**src/rtl/hazard_unit_mc_if.sv**
```systemverilog
// Hazard-unit bus: pipeline register/control taps in, stall/flush/forward controls out.
// The pipeline side uses the master modport, the hazard unit the slave modport.
interface hazard_unit_mc_if #(
  parameter int unsigned REG_AW = 5,
  parameter int unsigned PERF_W = 16
);
  logic [REG_AW-1:0] rs1D, rs2D, rs1E, rs2E, rdE, rdM, rdW;
  logic              RegWriteM, RegWriteW;
  logic [1:0]        ResultSrcE;
  logic              PCSrcE, MulE, MemReqM, MemReadyM, ClearCount;
  logic [1:0]        ForwardAE, ForwardBE;
  logic              StallF, StallD, StallE, StallM;
  logic              FlushD, FlushE, FlushM, FlushW;
  logic              MulBusy;
  logic [PERF_W-1:0] StallCount;

  modport master (
    output rs1D, rs2D, rs1E, rs2E, rdE, rdM, rdW, RegWriteM, RegWriteW,
           ResultSrcE, PCSrcE, MulE, MemReqM, MemReadyM, ClearCount,
    input  ForwardAE, ForwardBE, StallF, StallD, StallE, StallM,
           FlushD, FlushE, FlushM, FlushW, MulBusy, StallCount
  );

  modport slave (
    input  rs1D, rs2D, rs1E, rs2E, rdE, rdM, rdW, RegWriteM, RegWriteW,
           ResultSrcE, PCSrcE, MulE, MemReqM, MemReadyM, ClearCount,
    output ForwardAE, ForwardBE, StallF, StallD, StallE, StallM,
           FlushD, FlushE, FlushM, FlushW, MulBusy, StallCount
  );
endinterface

```
**src/rtl/hazard_unit_mc.sv**
```systemverilog
// Hazard unit for the 5-stage pipeline: M/W forwarding, load-use stall, branch flush,
// multi-cycle execute occupancy, data-memory wait freeze and a saturating stall counter.
module hazard_unit_mc #(
  parameter int unsigned REG_AW  = 5,
  parameter int unsigned MUL_LAT = 4,
  parameter int unsigned CNT_W   = 4,
  parameter int unsigned PERF_W  = 16
) (
  input  logic              clk,
  input  logic              rst_n,
  hazard_unit_mc_if.slave   hz
);

  typedef enum logic {IDLE = 1'b0, MUL_BUSY = 1'b1} state_e;

  localparam logic              MUL_MC    = (MUL_LAT > 1);
  localparam logic [CNT_W-1:0]  CNT_LOAD  = CNT_W'(MUL_LAT - 2);
  localparam logic [PERF_W-1:0] PERF_MAX  = {PERF_W{1'b1}};

  state_e            state_q, state_d;
  logic [CNT_W-1:0]  cnt_q, cnt_d;
  logic [PERF_W-1:0] count_q, count_d;

  logic memwait_c, mulstall_c, lwstall_c, branch_c, stall_fd_c;
  logic [1:0] fwd_a_c, fwd_b_c;

  // Operand forwarding; M has priority over W, x0 never forwards
  always_comb begin
    fwd_a_c = 2'b00;
    if ((hz.rs1E != '0) && (hz.rs1E == hz.rdM) && hz.RegWriteM)      fwd_a_c = 2'b10;
    else if ((hz.rs1E != '0) && (hz.rs1E == hz.rdW) && hz.RegWriteW) fwd_a_c = 2'b01;
  end

  always_comb begin
    fwd_b_c = 2'b00;
    if ((hz.rs2E != '0) && (hz.rs2E == hz.rdM) && hz.RegWriteM)      fwd_b_c = 2'b10;
    else if ((hz.rs2E != '0) && (hz.rs2E == hz.rdW) && hz.RegWriteW) fwd_b_c = 2'b01;
  end

  // Hazard priority: memory wait freezes everything, then multi-cycle, then load-use/branch
  always_comb begin
    memwait_c  = hz.MemReqM & ~hz.MemReadyM;
    mulstall_c = ~memwait_c &
                 (((state_q == IDLE) & hz.MulE & MUL_MC) |
                  ((state_q == MUL_BUSY) & (cnt_q != '0)));
    lwstall_c  = ~memwait_c & ~mulstall_c & (hz.ResultSrcE == 2'b01) & (hz.rdE != '0) &
                 ((hz.rs1D == hz.rdE) | (hz.rs2D == hz.rdE));
    branch_c   = ~memwait_c & ~mulstall_c & hz.PCSrcE;
    stall_fd_c = memwait_c | mulstall_c | lwstall_c;
  end

  // Multi-cycle occupancy FSM; cnt counts remaining stall cycles after the first
  always_comb begin
    state_d = state_q;
    cnt_d   = cnt_q;
    case (state_q)
      IDLE: begin
        if (hz.MulE && MUL_MC && !memwait_c) begin
          state_d = MUL_BUSY;
          cnt_d   = CNT_LOAD;
        end
      end
      MUL_BUSY: begin
        if (!memwait_c) begin
          if (cnt_q != '0) cnt_d = cnt_q - CNT_W'(1);
          else             state_d = IDLE;
        end
      end
      default: state_d = IDLE;
    endcase
  end

  always_comb begin
    count_d = count_q;
    if (hz.ClearCount)                          count_d = '0;
    else if (stall_fd_c && (count_q != PERF_MAX)) count_d = count_q + PERF_W'(1);
  end

  always_ff @(posedge clk or negedge rst_n) begin
    if (!rst_n) begin
      state_q <= IDLE;
      cnt_q   <= '0;
      count_q <= '0;
    end else begin
      state_q <= state_d;
      cnt_q   <= cnt_d;
      count_q <= count_d;
    end
  end

  assign hz.ForwardAE  = fwd_a_c;
  assign hz.ForwardBE  = fwd_b_c;
  assign hz.StallF     = stall_fd_c;
  assign hz.StallD     = stall_fd_c;
  assign hz.StallE     = memwait_c | mulstall_c;
  assign hz.StallM     = memwait_c;
  assign hz.FlushW     = memwait_c;
  assign hz.FlushM     = mulstall_c;
  assign hz.FlushE     = lwstall_c | branch_c;
  assign hz.FlushD     = branch_c;
  assign hz.MulBusy    = (state_q == MUL_BUSY);
  assign hz.StallCount = count_q;

endmodule

```
**src/flat_wrapper.sv**
```systemverilog
// flat-port wrapper written by rule: the top's interface ports become plain ports
module hazard_unit_mc_flat 
#(
  parameter int unsigned REG_AW  = 5,
  parameter int unsigned MUL_LAT = 4,
  parameter int unsigned CNT_W   = 4,
  parameter int unsigned PERF_W  = 16
)
  (clk, rst_n, hz_rs1D, hz_rs2D, hz_rs1E, hz_rs2E, hz_rdE, hz_rdM, hz_rdW, hz_RegWriteM, hz_RegWriteW, hz_ResultSrcE, hz_PCSrcE, hz_MulE, hz_MemReqM, hz_MemReadyM, hz_ClearCount, hz_ForwardAE, hz_ForwardBE, hz_StallF, hz_StallD, hz_StallE, hz_StallM, hz_FlushD, hz_FlushE, hz_FlushM, hz_FlushW, hz_MulBusy, hz_StallCount);
  hazard_unit_mc_if #(.REG_AW(REG_AW), .PERF_W(PERF_W)) hz_i ();
  input  logic clk;
  input  logic rst_n;
  input wire logic [$bits(hz_i.rs1D)-1:0] hz_rs1D;
  input wire logic [$bits(hz_i.rs2D)-1:0] hz_rs2D;
  input wire logic [$bits(hz_i.rs1E)-1:0] hz_rs1E;
  input wire logic [$bits(hz_i.rs2E)-1:0] hz_rs2E;
  input wire logic [$bits(hz_i.rdE)-1:0] hz_rdE;
  input wire logic [$bits(hz_i.rdM)-1:0] hz_rdM;
  input wire logic [$bits(hz_i.rdW)-1:0] hz_rdW;
  input wire logic [$bits(hz_i.RegWriteM)-1:0] hz_RegWriteM;
  input wire logic [$bits(hz_i.RegWriteW)-1:0] hz_RegWriteW;
  input wire logic [$bits(hz_i.ResultSrcE)-1:0] hz_ResultSrcE;
  input wire logic [$bits(hz_i.PCSrcE)-1:0] hz_PCSrcE;
  input wire logic [$bits(hz_i.MulE)-1:0] hz_MulE;
  input wire logic [$bits(hz_i.MemReqM)-1:0] hz_MemReqM;
  input wire logic [$bits(hz_i.MemReadyM)-1:0] hz_MemReadyM;
  input wire logic [$bits(hz_i.ClearCount)-1:0] hz_ClearCount;
  output wire logic [$bits(hz_i.ForwardAE)-1:0] hz_ForwardAE;
  output wire logic [$bits(hz_i.ForwardBE)-1:0] hz_ForwardBE;
  output wire logic [$bits(hz_i.StallF)-1:0] hz_StallF;
  output wire logic [$bits(hz_i.StallD)-1:0] hz_StallD;
  output wire logic [$bits(hz_i.StallE)-1:0] hz_StallE;
  output wire logic [$bits(hz_i.StallM)-1:0] hz_StallM;
  output wire logic [$bits(hz_i.FlushD)-1:0] hz_FlushD;
  output wire logic [$bits(hz_i.FlushE)-1:0] hz_FlushE;
  output wire logic [$bits(hz_i.FlushM)-1:0] hz_FlushM;
  output wire logic [$bits(hz_i.FlushW)-1:0] hz_FlushW;
  output wire logic [$bits(hz_i.MulBusy)-1:0] hz_MulBusy;
  output wire logic [$bits(hz_i.StallCount)-1:0] hz_StallCount;
  assign hz_i.rs1D = hz_rs1D;
  assign hz_i.rs2D = hz_rs2D;
  assign hz_i.rs1E = hz_rs1E;
  assign hz_i.rs2E = hz_rs2E;
  assign hz_i.rdE = hz_rdE;
  assign hz_i.rdM = hz_rdM;
  assign hz_i.rdW = hz_rdW;
  assign hz_i.RegWriteM = hz_RegWriteM;
  assign hz_i.RegWriteW = hz_RegWriteW;
  assign hz_i.ResultSrcE = hz_ResultSrcE;
  assign hz_i.PCSrcE = hz_PCSrcE;
  assign hz_i.MulE = hz_MulE;
  assign hz_i.MemReqM = hz_MemReqM;
  assign hz_i.MemReadyM = hz_MemReadyM;
  assign hz_i.ClearCount = hz_ClearCount;
  assign hz_ForwardAE = hz_i.ForwardAE;
  assign hz_ForwardBE = hz_i.ForwardBE;
  assign hz_StallF = hz_i.StallF;
  assign hz_StallD = hz_i.StallD;
  assign hz_StallE = hz_i.StallE;
  assign hz_StallM = hz_i.StallM;
  assign hz_FlushD = hz_i.FlushD;
  assign hz_FlushE = hz_i.FlushE;
  assign hz_FlushM = hz_i.FlushM;
  assign hz_FlushW = hz_i.FlushW;
  assign hz_MulBusy = hz_i.MulBusy;
  assign hz_StallCount = hz_i.StallCount;
  hazard_unit_mc #(.REG_AW(REG_AW), .MUL_LAT(MUL_LAT), .CNT_W(CNT_W), .PERF_W(PERF_W)) u_core (.clk(clk), .rst_n(rst_n), .hz(hz_i));
endmodule
```
**config.mk**
```make
export PLATFORM = sky130hd
export DESIGN_NAME = hazard_unit_mc_flat
export DESIGN_NICKNAME = d
export VERILOG_FILES = /design/src/rtl/hazard_unit_mc_if.sv /design/src/rtl/hazard_unit_mc.sv /design/src/flat_wrapper.sv
export SDC_FILE = /design/constraint.sdc
export NUM_CORES = 1
export LEC_CHECK = 0
export ABC_AREA = 1
export CORE_MARGIN = 5
export CORE_UTILIZATION = 48
export CTS_CLUSTER_SIZE = 20
export DETAILED_ROUTE_END_ITERATION = 10
export PLACE_DENSITY = 0.95
export SLEW_MARGIN = 20
export SYNTH_ARGS = -nofsm -noshare
export SYNTH_HDL_FRONTEND = slang
export SYNTH_SLANG_ARGS = --single-unit
```
**constraint.sdc**
```tcl
create_clock -name clk -period 2.6 [get_ports clk]
set_input_delay 0.52 -clock clk [delete_from_list [all_inputs] [get_ports clk]]
set_output_delay 0.52 -clock clk [all_outputs]
set_load 0.01 [all_outputs]
```
==> impl_metrics.env <==
export IMPL_clk_latency_ns=0.26
export IMPL_path_class="input pin to output port"
export IMPL_critPathCaptureType="output port"
export IMPL_p_sw_uw=530
export IMPL_grt_max_degree=33
export IMPL_antenna_left=0
export IMPL_fillers=312
export IMPL_synth_seq_cells=21
export IMPL_h_tree_depth=1
export IMPL_synth_edf_count=0
export IMPL_drt_iter0_markers=154
export IMPL_use_met1=0.269
export IMPL_synth_flop_cell="dfrtp_1"
export IMPL_grt_pass1_vias=2169
export IMPL_grt_first_pass_wirelength_mm=9.54
export IMPL_drv_slew=0
export IMPL_holdBufCountCts=0
export IMPL_critPathLaunchType="input pin"
export IMPL_seqCellArea_um2=526
export IMPL_crit_path_top_delay_cell="clkdlybuf4s50_1"
export IMPL_drv_cap=0
export IMPL_synthCells=294
export IMPL_dieHeight_um=73.8
export IMPL_powerDensity_nw_per_um2=473
export IMPL_floorplan_rows=23
export IMPL_comb_power_share=0.527
export IMPL_timing_fmax_mhz=401
export IMPL_critPathMaxStageDelay_ns=0.42
export IMPL_skew_ns=0.00177
export IMPL_cp_top_family="buffers and inverters"
export IMPL_cp_arrival_ns=1.97
export IMPL_ys_types=31
export IMPL_hold_path_class="flop to flop"
export IMPL_tns_ns=0
export IMPL_overflow=0
export IMPL_die_x_um=73.8
export IMPL_place_inst=424
export IMPL_io_pins=75
export IMPL_yosysSeqAreaShare=0.269
export IMPL_core_um2=3970
export IMPL_rsz0062_at_grt="true"
export IMPL_gr_usage_met3=0.0260
export IMPL_fin_crit_ns=2.49
export IMPL_root_buffer="clkbuf_8"
export IMPL_syn_area_um2=1960
export IMPL_cp_cell_sequence="clkdlybuf4s50_1 > buf_4 > nor4_1 > a211oi_1 > nand2_1 > nor2_1 > dlygate4sd2_1"
export IMPL_yosysWarnings=0
export IMPL_nets=427
export IMPL_busiest_layer="met2"
export IMPL_cp_num_buf_inv=3
export IMPL_area_growth_pct=45.8
export IMPL_cellLeakagePower_uw=0.00153
export IMPL_track_usage=0.217
export IMPL_grt_use_met2=0.390
export IMPL_final_hold_viol_count=0
export IMPL_wirelength_mm=5.55
export IMPL_antenna_cells=0
export IMPL_critPathMaxFanout=2
export IMPL_place_congestion=0.903
export IMPL_vias=2233
export IMPL_drive_gt1_frac=0.0899
export IMPL_route_detailed_drc=0
export IMPL_dr_pass1_iters=4
export IMPL_cts_tree="built"
export IMPL_relSlewSlack=0.660
export IMPL_fin_cells=428
export IMPL_wl_per_cell_um=13.0
export IMPL_status="finished clean"
export IMPL_hpwl_mm=4.37
export IMPL_switching_share=0.393
export IMPL_max_vdd_ir_drop_mv=0.326
export IMPL_required_ns=2.08
export IMPL_die_area_um2=5450
export IMPL_ys_async_sr_fraction=1.00
export IMPL_multi_input_area_um2=1180
export IMPL_port_buffers=74
export IMPL_setup_violations=0
export IMPL_clk_path_buf_depth=2
export IMPL_p_seq_frac=0.314
export IMPL_clk_pin_slew_ns=0.07
export IMPL_viasPerCell=5.22
export IMPL_antenna_found_initial=0
export IMPL_p_clk_frac=0.158
export IMPL_internal_power_uw=818
export IMPL_cts_sinks=21
export IMPL_synth_area_per_cell_um2=6.65
export IMPL_initial_core_util=0.492
export IMPL_syn_nets=342
export IMPL_min_period_over_period=0.959
export IMPL_worst_pin_slew_ns=0.509
export IMPL_cts_buffers=3
[cell usage in the layout, fill, tap and decap left out, types with 2 or more instances in the layout]
cell,count
nand2_1,72
clkdlybuf4s50_1,66
inv_1,53
nor2_1,27
nand3_1,26
dfrtp_1,21
nand4_1,20
xor2_1,18
buf_4,14
o21ai_0,8
xnor2_1,6
dlygate4sd2_1,5
o22ai_1,4
nor3_1,4
o2111ai_1,3
nand2_4,3
nand3_2,3
clkbuf_8,3
nor4_1,2
nor2_2,2
nor2_4,2
ha_1,2
[flip-flops by register name, indices dropped and copies added (netlist names)]
register	count
u_core.hz.StallCount	16
u_core.cnt_q	4
u_core.hz.MulBusy	1
[power groups by stage]
stage	clock network, uW	registers [uW]	logic, uW
floorplan	0	432	392
global placement	0	428	686
detailed placement	0	429	714
CTS	217	423	708
global route	232	430	793
finish	214	424	711
[worst reg2reg max path: cells and delay by family (launching register included)]
kind	cells	cell delay [ns]
AND/OR/NAND/NOR	9	0.95
flip-flops	1	0.36
adder cells (fa/ha/maj)	1	0.21
buffers and inverters	2	0.32
[layout make-up]
class	instances	area share
multi-input cells	211	0.413
well taps	50	0.0219
repair buffers	88	0.294
clock buffers	4	0.0158
flip-flops and latches	21	0.184
inverters	54	0.0711
[synth_stat cells (3+ instances only)]
cell type | count | share of area
nor2_1 | 27 | 0.052
inv_1 | 53 | 0.10
nand4_1 | 20 | 0.064
xnor2_1 | 6 | 0.027
xor2_1 | 18 | 0.081
nand3_1 | 26 | 0.067
dfrtp_1 | 21 | 0.27
buf_4 | 3 | 0.012
nand2_1 | 72 | 0.14
nand3_2 | 3 | 0.015
nand2_4 | 3 | 0.017
nor3_1 | 4 | 0.010
nor4_1 | 3 | 0.0096
o21ai_0 | 8 | 0.020
o2111ai_1 | 3 | 0.013
o22ai_1 | 4 | 0.013
[final timing paths]
path	startpoint	endpoint	slack, ns	cells after the start
worst max-delay path	hz_rs1E[3]	hz_ForwardAE[0]	0.11	7
worst min-delay path	u_core.hz.StallCount[14]	u_core.hz.StallCount[14]	0.56	2
worst max register to register	u_core.cnt_q[0]	u_core.hz.StallCount[10]	0.66	12
worst min register to register	u_core.hz.StallCount[14]	u_core.hz.StallCount[14]	0.56	2
max in group asynchronous	rst_n	u_core.cnt_q[0]	1.78	2
min in group asynchronous	rst_n	u_core.hz.StallCount[9]	0.60	2
[through the flow]
step	total power, uW	hold WS, ns	worst slack (ns)	utilization	area, um^2
final	1350	0.562	0.107	0.718	2850
after global routing	1450	0.601	-0.00727	0.718	2850
after CTS	1350	0.566	0.0604	0.716	2850
after detailed placement	1140	0.545	-0.222	0.707	2810
after global placement	1110	0.538	-0.153	0.707	2810
after floorplan	824	0.224	0.537	-	1960
[layer usage]
| metal | share of wire | routed length (um) |
|---|---|---|
| met1 | 0.41 | 2260 |
| met2 | 0.51 | 2810 |
| met3 | 0.073 | 404 |
| met4 | 0.014 | 76 |
| met5 | 0 | 0 |
[kinds of logic after synthesis]
group / share of synthesized area
AO/OA/AOI/OAI: 0.0569
XOR/XNOR: 0.107
adder cells (fa/ha/maj): 0.0128
buffers and inverters: 0.132
flip-flops: 0.269
AND/OR/NAND/NOR: 0.422
[what timing repair did]
item                       4_1_cts  5_1_grt
pin swaps                        1        0
setup buffers                    0        0
resized for setup                7        6
setup endpoints to repair        7        6
(Power assumes the default switching activity.)
